$ cat config.mk
export PLATFORM = sky130hd
export DESIGN_NAME = id_hazard_scoreboard
export DESIGN_NICKNAME = d
export VERILOG_FILES = /design/src/rtl/id_hazard_scoreboard.sv
export SDC_FILE = /design/constraint.sdc
export NUM_CORES = 1
export LEC_CHECK = 0
export ABC_AREA = 1
export ABC_CLOCK_PERIOD_IN_PS = 4550
export BUFFER_PORTS_ARGS = -buffer_cell sky130_fd_sc_hd__buf_4
export CORE_ASPECT_RATIO = 1.1
export CORE_MARGIN = 1.5
export CORE_UTILIZATION = 40
export DETAILED_ROUTE_END_ITERATION = 7
export PLACE_DENSITY_LB_ADDON = 0.25
export SLEW_MARGIN = 10
export SYNTH_ARGS = -nofsm -noshare
export SYNTH_HDL_FRONTEND = slang
export SYNTH_SLANG_ARGS = --single-unit
$ cat constraint.sdc
create_clock -name clk -period 4.55 [get_ports clk]
set_input_delay 0.2275 -clock clk [delete_from_list [all_inputs] [get_ports clk]]
set_output_delay 0.2275 -clock clk [all_outputs]
set_load 0.01 [all_outputs]
$ cat src/rtl/id_hazard_scoreboard.sv
// Register-write scoreboard and ID-stage stall controller.
// Counts in-flight writers per architectural register and holds ID on RAW or counter saturation.
module id_hazard_scoreboard #(
  parameter int REG_ADDR_WIDTH = 5,
  parameter int CNT_WIDTH      = 2,
  parameter int STALL_TIMEOUT  = 15
) (
  input  logic                      clk,
  input  logic                      rst,
  input  logic                      id_valid,
  input  logic [REG_ADDR_WIDTH-1:0] rs1_addr,
  input  logic [REG_ADDR_WIDTH-1:0] rs2_addr,
  input  logic                      rs1_used,
  input  logic                      rs2_used,
  input  logic [REG_ADDR_WIDTH-1:0] rd_addr,
  input  logic                      rd_wen,
  input  logic                      wb_valid,
  input  logic [REG_ADDR_WIDTH-1:0] wb_addr,
  input  logic                      kill_valid,
  input  logic [REG_ADDR_WIDTH-1:0] kill_addr,
  output logic                      stall_id,
  output logic                      issue_fire,
  output logic [31:0]               pending_mask,
  output logic [7:0]                stall_cnt,
  output logic                      err_timeout,
  output logic                      err_underflow
);

  localparam int NUM_REGS = 32;
  localparam logic [CNT_WIDTH-1:0] CNT_MAX = '1;
  localparam logic [7:0] TIMEOUT = 8'(STALL_TIMEOUT);
  localparam int SUM_W = CNT_WIDTH + 2;

  typedef enum logic {RUN, HOLD} state_t;

  state_t state, state_next;
  logic [7:0] stall_cnt_next;

  logic [CNT_WIDTH-1:0] cnt      [NUM_REGS];
  logic [CNT_WIDTH-1:0] cnt_next [NUM_REGS];
  logic [NUM_REGS-1:0]  underflow;

  logic raw1, raw2, sat;

  // Hazards look only at registered counts; a same-cycle retire does not bypass.
  always_comb begin
    raw1 = rs1_used && (rs1_addr != '0) && (cnt[rs1_addr] != '0);
    raw2 = rs2_used && (rs2_addr != '0) && (cnt[rs2_addr] != '0);
    sat  = rd_wen && (rd_addr != '0) && (cnt[rd_addr] == CNT_MAX);
    stall_id   = id_valid && (raw1 || raw2 || sat);
    issue_fire = id_valid && !stall_id;
  end

  assign cnt_next[0]     = '0;
  assign underflow[0]    = 1'b0;
  assign pending_mask[0] = 1'b0;

  // Net per-register update: +issue -wb -kill, clamped at zero.
  for (genvar g = 1; g < NUM_REGS; g++) begin : g_reg
    logic             inc, dec_wb, dec_kill;
    logic [SUM_W-1:0] sum, dec;

    assign inc      = issue_fire && rd_wen && (rd_addr == REG_ADDR_WIDTH'(g));
    assign dec_wb   = wb_valid && (wb_addr == REG_ADDR_WIDTH'(g));
    assign dec_kill = kill_valid && (kill_addr == REG_ADDR_WIDTH'(g));
    assign sum      = SUM_W'(cnt[g]) + SUM_W'(inc);
    assign dec      = SUM_W'(dec_wb) + SUM_W'(dec_kill);
    assign underflow[g]    = dec > sum;
    assign cnt_next[g]     = underflow[g] ? '0 : CNT_WIDTH'(sum - dec);
    assign pending_mask[g] = cnt[g] != '0;
  end

  always_ff @(posedge clk or posedge rst) begin
    if (rst) begin
      for (int i = 0; i < NUM_REGS; i++) cnt[i] <= '0;
    end else begin
      for (int i = 0; i < NUM_REGS; i++) cnt[i] <= cnt_next[i];
    end
  end

  always_ff @(posedge clk or posedge rst) begin
    if (rst) state <= RUN;
    else     state <= state_next;
  end

  always_comb begin
    state_next     = state;
    stall_cnt_next = stall_cnt;
    case (state)
      RUN: begin
        if (stall_id) begin
          state_next     = HOLD;
          stall_cnt_next = 8'd1;
        end else begin
          stall_cnt_next = 8'd0;
        end
      end
      HOLD: begin
        if (stall_id) begin
          if (stall_cnt != 8'hFF) stall_cnt_next = stall_cnt + 8'd1;
        end else begin
          state_next     = RUN;
          stall_cnt_next = 8'd0;
        end
      end
      default: begin
        state_next     = RUN;
        stall_cnt_next = 8'd0;
      end
    endcase
  end

  // Watchdog and underflow flags are sticky until reset and never gate issue.
  always_ff @(posedge clk or posedge rst) begin
    if (rst) begin
      stall_cnt     <= 8'd0;
      err_timeout   <= 1'b0;
      err_underflow <= 1'b0;
    end else begin
      stall_cnt <= stall_cnt_next;
      if (stall_cnt_next >= TIMEOUT) err_timeout <= 1'b1;
      if (|underflow) err_underflow <= 1'b1;
    end
  end

endmodule

======== After elaboration in Yosys (flattened, before gate mapping) ========
Cells that the tools add are included.
word-level totals
  bits in registers ....................... 73
  input port bits ......................... 33
  output and inout bits ................... 44
  logic and storage cells ................. 450
cells by class
  add/sub/neg operators ................... 94
  $lt $le $gt $ge ......................... 35
  equal/unequal tests ..................... 95
  mux-type cells .......................... 45
  bitwise gates (word level) .............. 4
  reductions and logical operators ........ 142
operator list
  kind                                                 count
  == test 5 bit, second input constant                 48
  == test 5 x 4 -> 1 bit, second input constant        24
  logical AND 1 bit                                    102
  adder 2 x 1 -> 3 bit                                 31
  greater-than comparator 2 x 3 -> 1 bit               31
  2-to-1 mux 2 bit                                     37
  nonzero test 2 bit                                   33
  adder 1 x 1 -> 2 bit                                 31
  subtractor 2 bit                                     31
  == test 5 x 3 -> 1 bit, second input constant        12
  OR reduction 31 bit                                  1
  binary-select mux 2 bit (select 5 bit)               3
  == test 5 x 2 -> 1 bit, second input constant        6
  >= comparator 6 bit, second input constant           3
  NOT 5 -> 6 bit                                       3
  2-to-1 mux 8 bit                                     2
  one-hot mux 8 bit (2 select lines)                   1
  == test 5 x 1 -> 1 bit, second input constant        3
  nonzero test 5 bit                                   3
  adder 8 x 1 -> 8 bit, second input constant          1
  >= comparator 8 x 4 -> 1 bit, second input constant  1
  != test 8 bit, second input constant                 1
  == test 2 bit, second input constant                 1
  logical OR 1 bit                                     2
  3 further kinds                                      4

======== Depth between registers and ports, before layout ========
Gate-level depths: netlist of the first run.
  depth in word-level cells ............... 16
  depth in mapped cells ................... 28
  mapped depth without buffers ............ 25

======== Worst setup path after synthesis of the first run ========
No wires, ideal clock.
  kind .................................... reg2reg
  from .................................... register cnt[2] (netlist name)
  to ...................................... register err_underflow
  setup time .............................. 0.136 ns
  arrival time ............................ 3.429 ns
  data required time ...................... 4.414 ns
  setup slack ............................. 0.985 ns
  cell stages (with the launch flop) ...... 24
  buffers on the path ..................... 1
  period minus slack after synthesis ...... 3.565 ns
  cell sequence ........................... dfrtp_1 or2_2 nand2_1 nand3_1 nand2_1 nand3_1 nand2_1 nand2_1 nand3_1 nand3_4 nor2_8 nand3_4 buf_6 nor2_1 ha_1 ha_1 inv_1 ha_1 a21oi_1 nor2_1 nand2_1 nand4_1 nor4_1 or3b_2
between the ends
  longest elaborated chain between the ends .. 15
  elaborated cells between the ends (all ways) .. 115
  those cells by class .................... add/sub (31); order compare (31); eq/ne (1); mux (9); reduce/logical (43)
ends and longest elaborated chain
  item                                                              line    RTL
  start: declaration                                                39      logic [CNT_WIDTH-1:0] cnt [NUM_REGS];
  binary-select mux 2 bit (select 5 bit), on equally long branches  47, 48
  2-to-1 mux 2 bit, on equally long branches (2 in a row)           47, 48
  nonzero test 2 bit, on equally long branches                      47, 48
  logical AND 1 bit, on equally long branches                       47, 48
  logical OR 1 bit                                                  50      stall_id = id_valid && (raw1 || raw2 || sat);
  logical OR 1 bit *                                                50
  logical AND 1 bit *                                               50
  zero test 1 bit *                                                 51      issue_fire = id_valid && !stall_id;
  logical AND 1 bit *                                               51
  net issue_fire                                                    22      output logic issue_fire,
  logical AND 1 bit *                                               63      assign inc = issue_fire && rd_wen && (rd_addr == REG_ADDR_WIDTH'(g));
  logical AND 1 bit                                                 63
  adder 2 x 1 -> 3 bit                                              66      assign sum = SUM_W'(cnt[g]) + SUM_W'(inc);
  greater-than comparator 2 x 3 -> 1 bit                            68      assign underflow[g] = dec > sum;
  OR reduction 31 bit *                                             122     if (|underflow) err_underflow <= 1'b1;
  end signal: assignment                                            118     err_underflow <= 1'b0;
  end signal: assignment                                            122
  end: declaration                                                  26      output logic err_underflow
Mark *: on every way through the listed nets, which the timed path passes. The rest lies on a longest branch. The select of a mux whose other input is x is not followed.
A chain may end at the register's enable or synchronous reset.

======== Worst setup path after layout of the first run ========
  from .................................... register cnt[28] (netlist name)
  to ...................................... register err_underflow
between the ends
  longest elaborated chain between the ends .. 15
  elaborated cells between the ends (all ways) .. 115
  those cells by class .................... add/sub (31); order compare (31); eq/ne (1); mux (9); reduce/logical (43)
ends and longest elaborated chain
  item                                                              line
  binary-select mux 2 bit (select 5 bit), on equally long branches  47, 48
  2-to-1 mux 2 bit, on equally long branches (2 in a row)           47, 48
  nonzero test 2 bit, on equally long branches                      47, 48
  logical AND 1 bit, on equally long branches                       47, 48
  logical OR 1 bit (2 in a row)                                     50
  logical AND 1 bit                                                 50
  zero test 1 bit                                                   51
  logical AND 1 bit                                                 51
  logical AND 1 bit (2 in a row)                                    63
  adder 2 x 1 -> 3 bit                                              66
  greater-than comparator 2 x 3 -> 1 bit                            68
  OR reduction 31 bit *                                             122
Every way passes the cells marked *; elsewhere a longest branch is shown, timed or not. The select of a mux whose other input is x is not followed.

==> summary.md, run 1 <==
| Metric | Value |
|---|---|
| WS Path Type | `flop to flop` |
| Power Density | `about 360 mW/mm^2` |
| CP Max Fanout | `16` |
| WP data required | `roughly 4.8 ns` |
| CTS Sinks | `73` |
| CP startpoint kind | `flop` |
| Psw | `roughly 1.6 mW` |
| Worst Skew | `approximately 0.0088 ns` |
| Total GRT Usage | `0.247` |
| Post-Layout Inst Area | `0.00966 mm^2` |
| Final non-filler cell total | `1644` |
| GRT overflow | `0` |
| FMAX | `0.234 GHz` |
| Fin crit period | `between 4 and 5 ns` |
| Synthesized area | `~0.0085 mm^2` |
| Die area | `between 0.02 and 0.025 mm^2` |
| R2r startpoint | `cnt[28]` |
| Net Sw Frac | `0.459` |
| Vias in the first global route | `7676` |
| Area leader, netlist | `ha_1` |
| Slew Viols, Final | `0` |
| Placed Instances | `between 1500 and 2000` |
| Port Buffer Count | `75` |
| Drt total wl | `roughly 26000 um` |
| Final worst-path cycle share | `0.938` |
| Syn Area/Cell | `approximately 6.7 um^2` |
| Via/cell ratio | `slightly below 5` |
| TritonCTS buffer count | `9` |
| Initial Utilization | `0.412` |
| Worst Hold Launch | `id_valid` |
| Die Ht | `between 150 and 200 um` |
| Fillers | `between 2000 and 2500` |
| Crit path top cell by count | `nand2_1` |
| Routability congestion estimate | `a little under 1` |
| Post-synth top area share | `0.274` |
| Antenna diodes | `0` |
| Core Footprint | `between 0.02 and 0.025 mm^2` |
| Htree depth | `3` |
| Clock-pin slew on the worst setup and hold paths | `about 0.060 ns` |
| Status | `completed` |
| Distinct cells, synth | `33` |
| Rel. slew slack | `0.429` |
| P&R area growth vs syn | `13.3%` |
| DRT iter0 DRCs | `approximately 640` |
| Root buffer cell | `clkbuf_16` |
| Drt pass-1 iters | `5` |
| Syn Nets | `1500` |
| Critical Path AT | `about 4.5 ns` |
| Worst skew pair latency | `about 0.36 ns` |
| Largest net degree at the start of global routing | `just over 40` |
| DRC Markers | `0` |
| Least-Margin Pin Slew | `0.848 ns` |
| Crit end category | `flop` |
| Initial antenna violation count | `0` |
| Gate power share | `0.532` |
| P_int | `1.88 mW` |
| Post-CTS Setup Inserts | `0` |
| Cell Rows | `55` |
| Synth warn | `0` |
| Pleak | `5.63 nW` |
| Final Hold Viols | `0` |
| Final HPWL DP | `roughly 22000 um` |
| CP Launch Point | `cnt[28]` |
| Slowest stage delay, CP | `0.47 ns` |
| Most frequent cells in the layout | `nand2_1, inv_1, nor2_1` |
| Synthesized flop and latch total | `73` |
| Post-synth ARST share | `1.00` |
| First-pass GRT wire length | `~41000 um` |
| HP Class | `primary input to flop` |
| Clock power share | `0.198` |
| Post-synth EDFFs | `0` |
| Slowest-stage cell, CP | `or3b_2` |
| Worst path cell trace | `nor2_1 > nor2_1 > a21oi_1 > nand2_1 > nand2_1 > nand2_1 > nand2_1 > nand2_1 > nand3_1 > nand3_4 > nor2_8 > nand3_4 > nor2_1 > ha_1 > ha_1 > inv_1 > ha_1 > a21oi_1 > nor2_1 > nand2_1 > nand4_1 > nor4_1 > or3b_2` |
| RSZ-0062 raised after global routing | `no` |
| Primary FF master, synth | `dfrtp_1` |
| I/O pin cnt | `77` |
| Detail Route Antenna Nets | `0` |
| Routed length per instance | `roughly 16 um` |
| Max clock buf depth | `2` |
| Sequential-to-total area share from yosys stat | `0.214` |
| Max-Cap Viols | `0` |
| Flop pwr share | `0.270` |
| Area after DPL | `about 0.0094 mm^2` |
| Largest cells by area after synthesis | `ha_1, dfrtp_1, nand2_1, inv_1, nor2_1` |
| Synth Instances | `roughly 1300` |
| Final setup fails | `0` |
| CTS tree | `built` |
| Via count | `7991` |
| Setup_tns | `0 ns` |
| Die W | `142 um` |
| Commonest non-fill, non-tap cell in the layout | `nand2_1` |
| Layout cells sized above 1 | `0.0861` |
| Layout Nets | `roughly 1600` |
| VDD IR-drop max | `~0.21 mV` |
[worst paths after layout]
check                                      to  slack (ns)  depth (start not counted)
worst min register to register    err_timeout        0.49                          2
worst max register to register  err_underflow        0.28                         23
worst min-delay path             stall_cnt[5]        0.17                          3
min in group asynchronous             cnt[32]        0.51                          3
max in group asynchronous             cnt[44]        2.99                          4
worst max-delay path            err_underflow        0.28                         23
[flip-flops by register name, indices dropped and copies added, names as in the netlist]
signal and cells:
err_timeout 1, cnt 62, state 1, stall_cnt 8
err_underflow 1
[stage by stage]
step	util	power, mW	hold slack [ns]	setup WS, ns
floorplan	-	2.10	0.366	0.985
global placement	0.453	2.76	0.358	0.277
detailed placement	0.453	2.79	0.356	0.238
CTS	0.466	3.48	0.166	0.269
global route	0.466	3.76	0.213	0.00507
finish	0.466	3.48	0.175	0.282
[cells in the mapped netlist (2+ instances only)]
| library cell | number |
|---|---|
| nand2_1 | 341 |
| inv_1 | 255 |
| nor2_1 | 200 |
| ha_1 | 187 |
| dfrtp_1 | 73 |
| nand3_1 | 54 |
| a21oi_1 | 49 |
| xnor2_1 | 29 |
| o21ai_0 | 14 |
| nand4_1 | 9 |
| nor3_1 | 9 |
| or2_2 | 8 |
| buf_2 | 6 |
| buf_4 | 5 |
| xor2_1 | 5 |
| clkbuf_1 | 4 |
| inv_2 | 4 |
| nor4_1 | 4 |
| o21ai_1 | 4 |
| a211oi_1 | 3 |
| nand3_4 | 3 |
| buf_6 | 2 |
| nor2_2 | 2 |
[per-layer routing]
layer	GRT usage	routed length, um
met5	0	0
met3	0.0331	1530
met4	0.0923	802
met2	0.411	11800
met1	0.325	11900
[power by group through the flow]
stage                     clock network [mW]  logic [mW]  registers [mW]
final                                  0.690        1.85           0.939
after global routing                   0.724        2.08           0.955
after CTS                              0.697        1.84           0.938
after detailed placement                   0        1.84           0.949
after global placement                     0        1.81           0.951
after floorplan                            0        1.23           0.872
[critical path, delay by kind of cell, from the launching register on]
| kind | cells | cell delay [ns] |
|---|---|---|
| flops | 1 | 0.43 |
| simple gates | 17 | 2.67 |
| fa+ha+maj | 3 | 0.67 |
| compound gates | 2 | 0.28 |
| buf+inv | 1 | 0.07 |
[cell families after synthesis]
kind of cell	after synthesis	share of synthesized area
AND/OR/NAND/NOR	635	0.304
buffers and inverters	276	0.126
adder cells (fa/ha/maj)	187	0.274
AO/OA/AOI/OAI	73	0.0446
flip-flops	73	0.214
XOR/XNOR	34	0.0349
other	1	0.000440
multiplexers	1	0.00117
[area by class of cell]
cell class	instances	area, um^2	share of cell area
clock inverters	7	47.5	0.00492
flip-flops and latches	73	1830	0.189
clock buffers	9	225	0.0233
repair buffers	80	603	0.0624
inverters	259	973	0.101
well taps	285	357	0.0369
multi-input cells	931	5630	0.583
[repair_timing]
item / 4_1_cts / 5_1_grt
hold endpoints to repair: 33 / 0
gates resized for setup: 0 / 1
setup endpoints to repair: 0 / 1
hold buffers: 1 / 0
Note: power is estimated with default switching activity, not from simulation.
==> run 2, diff against run 1 <==
--- a/config.mk
+++ b/config.mk
@@ -6,11 +6,12 @@
 export NUM_CORES = 1
 export LEC_CHECK = 0
 export ABC_AREA = 1
-export ABC_CLOCK_PERIOD_IN_PS = 4550
+export ABC_CLOCK_PERIOD_IN_PS = 5300
 export BUFFER_PORTS_ARGS = -buffer_cell sky130_fd_sc_hd__buf_4
 export CORE_ASPECT_RATIO = 1.1
 export CORE_MARGIN = 1.5
 export CORE_UTILIZATION = 40
+export CTS_CLUSTER_DIAMETER = 120
 export DETAILED_ROUTE_END_ITERATION = 7
 export PLACE_DENSITY_LB_ADDON = 0.25
 export SLEW_MARGIN = 10
==> constraint.sdc (replaced) <==
create_clock -name clk -period 5.3 [get_ports clk]
set_input_delay 1.06 -clock clk [delete_from_list [all_inputs] [get_ports clk]]
set_output_delay 1.06 -clock clk [all_outputs]
set_load 0.01 [all_outputs]
==> run 2 against run 1 <==
  * First-iteration DRC count increased by 0.31%
  * Combinational power decreased by 15%
  * Register-to-register slack improved by 0.56 ns
  * Sequential power decreased by 13%
  * Worst setup slack improved by 0.20 ns
  * Global-route usage increased by 0.065 points
  * Clock skew increased by 0.0024 ns
  * Final area increased by 0.19%
  * Critical path depth increased by 1
  * Power decreased by 13%
  * Critical endpoint unchanged
==> summary.md, run 2 (synthesis results as in run 1) <==
| Metric | Value |
|---|---|
| Final Hold Viols | `0 (unchanged)` |
| I/O pin cnt | `77 (unchanged)` |
| CTS tree | `built` |
| DRT iter0 DRCs | `637 (+0.31%)` |
| Vias in the first global route | `7612 (-0.83%)` |
| Clock power share | `0.212 (+0.014)` |
| Detail Route Antenna Nets | `0 (unchanged)` |
| Die W | `142 um (unchanged)` |
| Post-CTS Setup Inserts | `0 (unchanged)` |
| WP buf/inv | `3 (+2)` |
| Final setup fails | `0 (unchanged)` |
| Setup_tns | `0 ns (unchanged)` |
| WS Path Type | `primary input to flop` |
| Slowest-stage cell, CP | `or3b_2` |
| Via count | `8047 (+0.70%)` |
| Slowest stage delay, CP | `0.48 ns (about the same)` |
| Crit end category | `flop` |
| Cell Rows | `55 (unchanged)` |
| Max-Cap Viols | `0 (unchanged)` |
| Most frequent cells in the layout | `nand2_1, inv_1, nor2_1` |
| Final worst-path cycle share | `0.908` |
| Least-Margin Pin Slew | `0.734 ns (-0.114 ns)` |
| Net Sw Frac | `0.456 (-0.00373)` |
| Total GRT Usage | `0.247 (+0.000653)` |
| CP startpoint kind | `primary input` |
| Die Ht | `156 um (unchanged)` |
| Commonest non-fill, non-tap cell in the layout | `nand2_1` |
| Max reg flops | `62 (unchanged)` |
| GRT overflow | `0 (unchanged)` |
| Routability congestion estimate | `0.952 (-2.2%)` |
| Flop pwr share | `0.269 (about the same)` |
| Fin util | `0.467 (+0.000906)` |
| Hold Slack | `0.484 ns (+0.309 ns)` |
| Root buffer cell | `clkbuf_16` |
| Worst path cell trace | `buf_4 > inv_2 > nor2_2 > nand2_1 > nand3_1 > nand2_1 > nand2_1 > o21ai_1 > nand2_1 > nand3_2 > nand3_4 > nor2_8 > nand3_4 > nor2_1 > ha_1 > ha_1 > inv_1 > ha_1 > a21oi_1 > nor2_1 > nand2_1 > nand4_1 > nor4_1 > or3b_2` |
| WP data required | `5.52 ns (+0.74 ns)` |
| Post-CTS sizing | `0 (unchanged)` |
| Flop2flop setup slack | `0.84 ns (+0.56 ns)` |
| Drt pass-1 iters | `7 (+2)` |
| FMAX | `0.208 GHz` |
| Htree depth | `3 (unchanged)` |
| Layout cells sized above 1 | `0.0861 (unchanged)` |
| Clock-pin slew on the worst setup and hold paths | `0.06 ns (about the same)` |
| Die area | `0.0222 mm^2 (unchanged)` |
| Gate power share | `0.519 (-0.013)` |
| Port Buffer Count | `75 (unchanged)` |
| Final HPWL DP | `22100 um (+0.19%)` |
| RSZ-0062 raised after global routing | `no` |
| Slew Viols, Final | `0 (unchanged)` |
| Max clock buf depth | `2 (unchanged)` |
| Fin crit period | `slightly below 5 ns` |
| Core Footprint | `0.0207 mm^2 (unchanged)` |
| Rel. slew slack | `0.510 (+0.0809)` |
| Delay-heaviest family, CP | `simple AND/OR/NAND/NOR gates` |
| Largest reg by FF count | `cnt` |
| Routed length per instance | `15.9 um (+0.66%)` |
| Initial Utilization | `0.412 (unchanged)` |
| P_int | `1.66 mW (-12%)` |
| Status | `completed` |
| Pleak | `5.63 nW (+0.13%)` |
| Hold Buf Count CTS | `0 (-1)` |
| Worst skew pair latency | `0.36 ns (about the same)` |
| Critical Path AT | `5.04 ns (+0.55 ns)` |
| DRC Markers | `0 (unchanged)` |
| Crit path top cell by count | `nand2_1` |
| Psw | `1.39 mW (-13%)` |
| Largest net degree at the start of global routing | `40 (-2.4%)` |
| First-pass GRT wire length | `41400 um (+0.25%)` |
| CP Max Fanout | `17 (+1)` |
| Antenna diodes | `0 (unchanged)` |
| HP Class | `flop to flop` |
| Initial antenna violation count | `0 (unchanged)` |
| Worst Skew | `0.0112 ns (+0.00243 ns)` |
| Layout Nets | `1574 (unchanged)` |
| VDD IR-drop max | `0.163 mV (-24%)` |
| Via/cell ratio | `4.89 (+0.70%)` |
| TritonCTS buffer count | `9 (unchanged)` |
| Top Registers | `cnt: 62 flops, stall_cnt: 8 flops` |
| P&R area growth vs syn | `13.5%` |
| Drt total wl | `26200 um (+0.66%)` |
| CTS Sinks | `73 (unchanged)` |
| Power Density | `315 mW/mm^2 (-13%)` |
-- run 2: cell count changes in the layout (fill, tap and decap cells not counted) --
cell	previous run	this run
dlygate4sd3_1	1	0
bufinv_16	0	1
nor2_2	3	2
clkinv_2	4	3
clkinv_4	2	1
clkinvlp_4	2	3
buf_4	79	80
nor2_1	199	200
-- run 2: worst min-delay path, delay by kind of cell (launching register included) --
kind	cells	cell delay (ns)
flops	1	0.35
simple gates	2	0.10
-- run 2: cell type report --
class	count	area [um^2]
multi-input cells	931	5630
well taps	285	357
fillers	2149	11000
clock inverters	7	71.3
clock buffers	9	225
repair buffers	80	601
inverters	259	973
flip-flops and latches	73	1830
-- run 2: per-stage QoR --
step | setup WS (ns) | cells | total power [mW] | instance area, um^2
finish | 0.487 | 1644 | 3.05 | 9680
floorplan | 0.979 | 1280 | 1.80 | 8530
global route | 0.207 | 1644 | 3.28 | 9680
global placement | 0.187 | 1628 | 2.38 | 9380
detailed placement | 0.188 | 1628 | 2.39 | 9380
CTS | 0.541 | 1644 | 3.04 | 9680
-- run 2: worst paths after layout --
path / startpoint / end / depth (start not counted)
setup / recovery: rd_addr[1] / err_underflow / 24
setup reg to reg: cnt[6] / err_underflow / 21
max in group asynchronous: rst / cnt[38] / 3
hold / removal: err_timeout / err_timeout / 2
hold reg to reg: err_timeout / err_timeout / 2
min in group asynchronous: rst / cnt[1] / 2
-- run 2: power groups by stage --
stage / Clock, mW / Combinational (mW) / Sequential, mW
final: 0.646 / 1.58 / 0.820
after global routing: 0.677 / 1.77 / 0.830
after CTS: 0.654 / 1.57 / 0.816
after detailed placement: 0 / 1.57 / 0.827
after global placement: 0 / 1.55 / 0.828
after floorplan: 0 / 1.06 / 0.749
-- run 2: per-layer routing --
metal | part of all wire | track usage | vias up | wire [um]
met2 | 0.46 | 0.413 | 257 | 12000
met5 | 0 | 0 | - | 0
met4 | 0.031 | 0.0908 | 0 | 800
met1 | 0.46 | 0.327 | 3663 | 12100
li1 | - | - | 4079 | -
met3 | 0.049 | 0.0319 | 48 | 1280
==> run 3, diff against run 2 <==
--- a/config.mk
+++ b/config.mk
@@ -6,7 +6,7 @@
 export NUM_CORES = 1
 export LEC_CHECK = 0
 export ABC_AREA = 1
-export ABC_CLOCK_PERIOD_IN_PS = 5300
+export ABC_CLOCK_PERIOD_IN_PS = 3900
 export BUFFER_PORTS_ARGS = -buffer_cell sky130_fd_sc_hd__buf_4
 export CORE_ASPECT_RATIO = 1.1
 export CORE_MARGIN = 1.5
==> constraint.sdc (replaced) <==
create_clock -name clk -period 3.9 [get_ports clk]
set_input_delay 0.78 -clock clk [delete_from_list [all_inputs] [get_ports clk]]
set_output_delay 0.78 -clock clk [all_outputs]
set_load 0.01 [all_outputs]
==> run 3 against run 2 <==
  * The run now ends with negative setup slack left
  * Cell count up 12%
  * Global-route usage grew 2.1 points
  * Via count grew 12%
  * Sequential power grew 29%
  * Worst setup slack lost 0.78 ns
  * Non-clock buffer count is 193 higher
  * First-iteration DRC count increased by 7.2%
==> summary.md, run 3 (synthesis results as in run 1) <==
| Metric | Value |
|---|---|
| CTS tree | `built` |
| Max-Cap Viols | `0 (unchanged)` |
| Slew Viols, Final | `0 (unchanged)` |
| P_int | `3.04 mW (+83%)` |
| Flop pwr share | `0.205 (-0.064)` |
| Pre-CTS setup slack | `-0.767 ns (-0.955 ns)` |
| Die Ht | `156 um (unchanged)` |
| Most frequent cells in the layout | `nand2_1, buf_4, inv_1` |
| Root buffer cell | `clkbuf_16` |
| Commonest non-fill, non-tap cell in the layout | `nand2_1` |
| Cell Rows | `55 (unchanged)` |
| Psw | `2.14 mW (+54%)` |
| Die W | `142 um (unchanged)` |
| Die area | `0.0222 mm^2 (unchanged)` |
| RSZ-0062 raised after global routing | `yes` |
| Routability congestion estimate | `0.955 (+0.27%)` |
| Slowest-stage cell, CP | `or3b_4` |
| Vias in the first global route | `8678 (+14%)` |
| Final Hold Viols | `0 (unchanged)` |
| Crit path top cell by count | `nand2_1` |
| CP Max Fanout | `7 (-10)` |
| Net Sw Frac | `0.413 (-0.0430)` |
| WP data required | `4.14 ns (-1.38 ns)` |
| Initial Utilization | `0.412 (unchanged)` |
| Register Area | `0.00183 mm^2 (unchanged)` |
| Pleak | `6.66 nW (+18%)` |
| Layout Nets | `1768 (+12%)` |
| Rel. slew slack | `0.573 (+0.0630)` |
| Largest net degree at the start of global routing | `32 (-20%)` |
| Fin crit period | `~4.2 ns` |
| Layout cells sized above 1 | `0.251 (+0.165)` |
| Drt pass-1 iters | `7 (unchanged)` |
| P&R area growth vs syn | `38.6%` |
| Clock power share | `0.186 (-0.026)` |
| Clock-pin slew on the worst setup and hold paths | `0.07 ns (about the same)` |
| Routed length per instance | `15.8 um (-0.70%)` |
| Flop2flop setup slack | `-0.16 ns (-1.00 ns)` |
| WS Path Type | `primary input to flop` |
| Htree depth | `3 (unchanged)` |
| Worst skew pair latency | `0.36 ns (about the same)` |
| GRT overflow | `0 (unchanged)` |
| Least-Margin Pin Slew | `0.636 ns (-0.0975 ns)` |
| Antenna diodes | `0 (unchanged)` |
| Status | `finished, violations left` |
| Post-Layout Inst Area | `0.0118 mm^2 (+22%)` |
| Via/cell ratio | `4.92 (+0.52%)` |
| Slowest stage delay, CP | `0.40 ns (-0.08 ns)` |
| Via count | `9043 (+12%)` |
| CP startpoint kind | `primary input` |
| Total GRT Usage | `0.269 (+0.0215)` |
| Detail Route Antenna Nets | `0 (unchanged)` |
| Worst Skew | `0.0141 ns (+0.00292 ns)` |
| Drt total wl | `29100 um (+11%)` |
| CTS Sinks | `73 (unchanged)` |
| Critical Path AT | `4.44 ns (-0.60 ns)` |
| Max clock buf depth | `2 (unchanged)` |
| TritonCTS buffer count | `9 (unchanged)` |
| DRC Markers | `0 (unchanged)` |
| Max reg flops | `62 (unchanged)` |
| Fillers | `1938 (-9.8%)` |
| Crit end category | `flop` |
| Final HPWL DP | `23500 um (+6.2%)` |
| Post-route setup slack | `-0.291 ns (-0.778 ns)` |
| Multi-input gate area | `0.00608 mm^2 (+8.1%)` |
| FMAX | `0.239 GHz` |
| Top Registers | `cnt: 62 flops, stall_cnt: 8 flops` |
| Initial antenna violation count | `0 (unchanged)` |
| Largest reg by FF count | `cnt` |
| Port Buffer Count | `75 (unchanged)` |
| Failing checks | `negative setup slack` |
| First-pass GRT wire length | `45100 um (+8.9%)` |
| Gate power share | `0.609 (+0.090)` |
| HP Class | `primary input to async pin` |
| Area after DPL | `0.0109 mm^2 (+16%)` |
| VDD IR-drop max | `0.247 mV (+52%)` |
| I/O pin cnt | `77 (unchanged)` |
| Final worst-path cycle share | `1.07` |
| Core Footprint | `0.0207 mm^2 (unchanged)` |
| Power Density | `438 mW/mm^2 (+39%)` |
| Final setup fails | `1 (+1)` |
| DRT iter0 DRCs | `683 (+7.2%)` |
## run 3: changes by cell type in the layout (fill, tap and decap cells not counted), moves of 11 or more
cell	delta
a21oi_1	-11
buf_4	+180
ha_1	-21
ha_4	+16
inv_1	-11
nor2_1	-20
## run 3: final cells by class
| cell class | instances | share of cell area |
|---|---|---|
| flip-flops and latches | 73 | 0.155 |
| inverters | 259 | 0.0838 |
| clock inverters | 5 | 0.00656 |
| multi-input cells | 932 | 0.515 |
| clock buffers | 11 | 0.0214 |
| well taps | 285 | 0.0302 |
| repair buffers | 273 | 0.189 |
## run 3: worst max-delay path: cells and delay by family
family | cells | cell delay [ns]
buffers and inverters | 5 | 0.63
adder cells (fa/ha/maj) | 3 | 0.54
AO/OA/AOI/OAI | 2 | 0.25
AND/OR/NAND/NOR | 17 | 2.22
## run 3: final timing paths
kind,start,endpoint,cells past startpoint
max in group asynchronous,rst,cnt[59],3
min in group clk,err_timeout,err_timeout,2
hold reg to reg,err_timeout,err_timeout,2
setup reg to reg,cnt[12],err_underflow,23
setup / recovery,rd_addr[0],err_underflow,27
hold / removal,rst,err_underflow,2
## run 3: per-stage QoR
step                      cells  setup TNS, ns  total power [mW]  hold slack [ns]   util
final                      1838         -0.291              5.17            0.483  0.571
after global routing       1838         -0.460              5.54            0.521  0.571
after CTS                  1837        -0.0867              5.10            0.496  0.561
after detailed placement   1801          -1.18              3.96            0.483  0.524
after global placement     1801          -1.05              3.92            0.479  0.524
after floorplan            1280              0              2.51            0.507      -
## run 3: metal layers
metal | share of wire | up-vias | GRT usage
met3 | 0.071 | 71 | 0.0387
met1 | 0.42 | 4124 | 0.339
met5 | 0 | - | 0
li1 | - | 4483 | -
met4 | 0.041 | 0 | 0.133
met2 | 0.46 | 365 | 0.450
## run 3: power by group through the flow
stage | clock, mW | combinational, mW | sequential, mW
floorplan | 0 | 1.49 | 1.02
global placement | 0 | 2.85 | 1.07
detailed placement | 0 | 2.89 | 1.07
CTS | 0.974 | 3.07 | 1.06
global route | 1.00 | 3.46 | 1.08
finish | 0.962 | 3.15 | 1.06
## run 3: repair_timing
action                     CTS  global route
cloned                       5             2
pin swaps                   30            34
hold buffers                 0             0
gates resized for setup     60            36
setup endpoints to repair    1             4
buffers inserted            15             3
